`src/rtl/signal_phase_countdown.sv`:
```
// signal_phase_countdown
//   Two-road traffic phase controller. A loadable down-counter times each
//   phase in enable ticks; when it reaches zero the six-state phase machine
//   advances and the counter reloads with the next phase's duration minus one.
//   A latched pedestrian request shortens the active green to PED_T+1 ticks.
//
// State table:
//   AR_NS (0) | all red, clearing before north-south green
//   NS_G  (1) | north-south green, east-west red
//   NS_Y  (2) | north-south yellow, east-west red
//   AR_EW (3) | all red, clearing before east-west green
//   EW_G  (4) | east-west green, north-south red
//   EW_Y  (5) | east-west yellow, north-south red
//   6, 7      | illegal, recovered to AR_NS on the next clk
//
// Ports:
//   clk      in   rising-edge clock
//   rst_n    in   synchronous active-low reset
//   tick     in   one-cycle enable pulse per timing unit
//   ped_req  in   pedestrian request (level or pulse)
//   ns_light out  north-south lamps {red,yellow,green}
//   ew_light out  east-west lamps {red,yellow,green}
//   remain   out  ticks left in current phase minus one
//   phase    out  current phase code
//   ped_pend out  pedestrian request latched, not yet served
module signal_phase_countdown #(
  parameter int GREEN_T  = 10,
  parameter int YELLOW_T = 3,
  parameter int RED_T    = 2,
  parameter int PED_T    = 2,
  parameter int CW       = 4
) (
  input  logic          clk,
  input  logic          rst_n,
  input  logic          tick,
  input  logic          ped_req,
  output logic [2:0]    ns_light,
  output logic [2:0]    ew_light,
  output logic [CW-1:0] remain,
  output logic [2:0]    phase,
  output logic          ped_pend
);

  typedef enum logic [2:0] {
    AR_NS = 3'd0,
    NS_G  = 3'd1,
    NS_Y  = 3'd2,
    AR_EW = 3'd3,
    EW_G  = 3'd4,
    EW_Y  = 3'd5
  } phase_e;

  localparam logic [CW-1:0] LD_GREEN  = CW'(GREEN_T - 1);
  localparam logic [CW-1:0] LD_YELLOW = CW'(YELLOW_T - 1);
  localparam logic [CW-1:0] LD_RED    = CW'(RED_T - 1);
  localparam logic [CW-1:0] PED_V     = CW'(PED_T);
  localparam logic [CW-1:0] ONE       = CW'(1);

  localparam logic [2:0] LAMP_RED    = 3'b100;
  localparam logic [2:0] LAMP_YELLOW = 3'b010;
  localparam logic [2:0] LAMP_GREEN  = 3'b001;

  phase_e        phase_q, phase_d;
  logic [CW-1:0] remain_q, remain_d;
  logic [2:0]    ns_q, ns_d;
  logic [2:0]    ew_q, ew_d;
  logic          ped_q, ped_d;
  logic          is_green;

  function automatic phase_e next_of(input phase_e p);
    case (p)
      AR_NS:   next_of = NS_G;
      NS_G:    next_of = NS_Y;
      NS_Y:    next_of = AR_EW;
      AR_EW:   next_of = EW_G;
      EW_G:    next_of = EW_Y;
      default: next_of = AR_NS;
    endcase
  endfunction

  function automatic logic [CW-1:0] load_of(input phase_e p);
    case (p)
      NS_G, EW_G: load_of = LD_GREEN;
      NS_Y, EW_Y: load_of = LD_YELLOW;
      default:    load_of = LD_RED;
    endcase
  endfunction

  function automatic logic [2:0] ns_lamp(input phase_e p);
    case (p)
      NS_G:    ns_lamp = LAMP_GREEN;
      NS_Y:    ns_lamp = LAMP_YELLOW;
      default: ns_lamp = LAMP_RED;
    endcase
  endfunction

  function automatic logic [2:0] ew_lamp(input phase_e p);
    case (p)
      EW_G:    ew_lamp = LAMP_GREEN;
      EW_Y:    ew_lamp = LAMP_YELLOW;
      default: ew_lamp = LAMP_RED;
    endcase
  endfunction

  always_comb begin
    phase_d  = phase_q;
    remain_d = remain_q;
    ped_d    = ped_q | ped_req;
    is_green = (phase_q == NS_G) || (phase_q == EW_G);

    if (phase_q > EW_Y) begin
      phase_d  = AR_NS;
      remain_d = LD_RED;
    end else if (tick) begin
      if (remain_q == '0) begin
        phase_d  = next_of(phase_q);
        remain_d = load_of(phase_d);
        // Green ending serves the request; a request on this same edge is dropped.
        if (is_green) ped_d = 1'b0;
      end else if (is_green && ped_q && (remain_q > PED_V)) begin
        remain_d = PED_V;
      end else begin
        remain_d = remain_q - ONE;
      end
    end

    // Lamps are decoded from the next phase so they switch on the same edge.
    ns_d = ns_lamp(phase_d);
    ew_d = ew_lamp(phase_d);
  end

  always_ff @(posedge clk) begin
    if (!rst_n) begin
      phase_q  <= AR_NS;
      remain_q <= LD_RED;
      ns_q     <= LAMP_RED;
      ew_q     <= LAMP_RED;
      ped_q    <= 1'b0;
    end else begin
      phase_q  <= phase_d;
      remain_q <= remain_d;
      ns_q     <= ns_d;
      ew_q     <= ew_d;
      ped_q    <= ped_d;
    end
  end

  assign ns_light = ns_q;
  assign ew_light = ew_q;
  assign remain   = remain_q;
  assign phase    = phase_q;
  assign ped_pend = ped_q;

endmodule

```
`config.mk`:
```
export PLATFORM = sky130hd
export DESIGN_NAME = signal_phase_countdown
export DESIGN_NICKNAME = d
export VERILOG_FILES = /design/src/rtl/signal_phase_countdown.sv
export SDC_FILE = /design/constraint.sdc
export NUM_CORES = 1
export LEC_CHECK = 0
export ABC_AREA = 1
export BUFFER_PORTS_ARGS = -buffer_cell sky130_fd_sc_hd__buf_4
export CELL_PAD_IN_SITES_DETAIL_PLACEMENT = 0
export CELL_PAD_IN_SITES_GLOBAL_PLACEMENT = 1
export CORE_MARGIN = 8
export CORE_UTILIZATION = 38
export CTS_CLUSTER_DIAMETER = 150
export CTS_CLUSTER_SIZE = 12
export DETAILED_ROUTE_END_ITERATION = 16
export PLACE_DENSITY = 0.84
export SKIP_CTS_REPAIR_TIMING = 1
export SLEW_MARGIN = 10
export SYNTH_ARGS = -nofsm -noshare
export SYNTH_HDL_FRONTEND = slang
export SYNTH_SLANG_ARGS = --single-unit
```
`constraint.sdc`:
```
create_clock -name clk -period 3.93 [get_ports clk]
set_input_delay 0.5895 -clock clk [delete_from_list [all_inputs] [get_ports clk]]
set_output_delay 0.5895 -clock clk [all_outputs]
set_load 0.01 [all_outputs]
```
==> run metrics <==
outcome=completed; async set-or-reset flop fraction in the synthesized netlist=0; drt wl/cell=11.2 microns; Area after DPL=856 sq um; CP cell instances=buf_4; Syn Inst Count=93; WHS=0.575 ns; xor-xnor portion of the synthesized cell area=0.0124; Hold WC Path Type=in -> reg; max-cap violations=0; Worst VDD drop=0.191 mV; Worst Hold Depth=2; via count=659; CP max-delay cell=dfxtp_1; Final Instance Area=892 sq um; Syn. warnings=0; Worst R2R Setup Slack=2.48 ns; CTS buffer count=3; Synth cell types=20; Synth Area in Compound Gates=0.126; reg2reg path depth=7; total track usage=0.0986; kind of start point of the critical path=flop; setup TNS=0 ns; port buffer count=17; # fillers=about 170; crit-path max FO=7; Top delay family on crit path=flip-flops; DRT Pass-1 Iters=4; Synth top cells by count=nand2_1, dfxtp_1, inv_1; GRT overflow=0; Top-Level Pins=18; Mean Syn Cell Area=7.57 sq um; CTS Root Cell=clkbuf_4; Hold Vio Cnt, Final=0; Max Clock Freq=665 MHz; Setup violations, final=0; Clk pin slew, worst setup/hold paths=0.09 ns; Antenna diodes=0; first-pass GRT wire length=2660 microns; cell count after placement=around 130; Synth Area in Adders=0.0533; GP Congestion=about 0.80; hold path startpoint=tick; top cells by area, synth=dfxtp_1, nand2_1, ha_1; Slew Viols, Final=0; crit path DAT=0.91 ns; Rel. slew slack=0.829; dpl hpwl=1230 microns; drc violations=0; Final Cycle Share=0.383; Least-Margin Pin Slew=0.256 ns; CTS Buffer Depth=2; Slowest Stage Delay on Critical Path=0.47 ns; unrepaired setup endpoints after global routing=false; main combinational cell family by area after synthesis=simple AND/OR/NAND/NOR gates; Simple-Gate Fraction of Synth Area=0.330; mux share of post-synthesis cell area=0; sequential area share after synthesis=0.398; die height=59.1 microns; CTS tree=done; Vias/cell=4.78; post-synth top area share=0.398; Post-Syn Area=704 sq um; 1st-iter DRT viols=16; cell taking the most area after synthesis=dfxtp_1; most numerous cell in the Yosys netlist=nand2_1; Setup crit end kind=output port; skew final=0.0110 ns; Die Wd=59.1 microns; Starting Density=0.408; synthesized flop and latch total=14; die area=between 3000 and 4000 sq um; drt total wl=roughly 1500 microns; # clock sinks=14; Post-DRT Antenna Nets=0; reg-to-reg endpoint=ns_light[2]; Layout Cells excl Fill=approximately 140; Post-synth EDFFs=0; Reg2Reg Launch Point=remain[0]; PwrDens=around 360 nW/um^2; crit path buf inv count=1; Overall Power=325 uW; layout net count=121; share of cells above drive strength 1=0.336; Crit Path Class=reg -> out; synthesis-to-layout area growth=26.6%; antenna violations before repair=0; vias in the first global route=625; Worst Hold Path EP=remain[1]; Req. time, crit path=3.34 ns; fin crit period=between 1.5 and 2 ns; Synth Flop Type=dfxtp_1; total nets after synthesis=100; Clock Latency Late Sink=0.29 ns; pin count of the biggest net entering global routing=12; H-tree depth=1; Row Count=15; Leakage=0.436 nW; core area=1730 sq um
==> final cells by class <==
class | count | area (sq um) | share of cell area
multi-input cells | 65 | 368 | 0.412
flip-flops and latches | 14 | 280 | 0.314
repair buffers | 17 | 128 | 0.143
inverters | 13 | 48.8 | 0.0547
clock buffers | 4 | 36.3 | 0.0407
well taps | 25 | 31.3 | 0.0351
==> flip-flops by register name, indices dropped and copies added, names as in the netlist <==
register / count
remain: 4
ew_light: 3
ns_light: 3
phase: 3
ped_pend: 1
==> metal layers <==
metal  global-route usage  wire, microns  up-vias
met5                    0              0        -
met4               0.0614             25        0
met3               0.0325            107        4
met2                0.150            650       25
met1                0.116            762      291
li1                     -              -      339
==> stage by stage <==
stage / utilization / setup WS (ns)
final: 0.517 / 2.43
after global placement: 0.496 / 2.52
after CTS: 0.517 / 2.40
after detailed placement: 0.496 / 2.52
after global routing: 0.517 / 2.30
after floorplan: - / 2.60
==> power breakdown <==
| part | internal (mW) | switching (mW) | total (mW) | leakage (nW) |
|---|---|---|---|---|
| clock network | 0.0564 | 0.0492 | 0.106 | 0.0210 |
| registers | 0.149 | 0.00732 | 0.156 | 0.114 |
| logic | 0.0265 | 0.0370 | 0.0635 | 0.301 |
==> kinds of logic after synthesis <==
kind of cell / after synthesis
buffers and inverters: 14
and+or+nand+nor: 45
AOI/OAI and AO/OA: 16
xor gates and xnor gates: 1
adders and majority gates: 3
DFF: 14
==> cells in the final DEF (no fill, tap or decap) <==
master,instances
dfxtp_1,14
nand3_1,5
a21oi_1,6
xnor2_1,1
clkbuf_8,1
o21ai_0,6
clkbuf_4,3
nand2_2,3
nor2_4,2
nor2_1,5
buf_4,17
nand3_2,3
inv_1,10
a31oi_1,2
nand4_1,1
ha_1,3
a21oi_2,1
o21a_1,1
inv_2,3
nand2_1,20
nor3_1,1
nor2_2,5
==> worst max-delay path by stage <==
stage | from | end | slack [ns] | cells after the start
after detailed placement | remain[0] | ns_light[2] | 2.52 | 7
after global routing | remain[1] | remain[2] | 2.30 | 9
after global placement | tick | ns_light[2] | 2.52 | 6
after floorplan | remain[1] | ns_light[2] | 2.60 | 8
final | phase[0] | phase[0] | 2.43 | 1
after CTS | phase[0] | phase[0] | 2.40 | 1
Note: power is estimated with default switching activity, not from simulation.
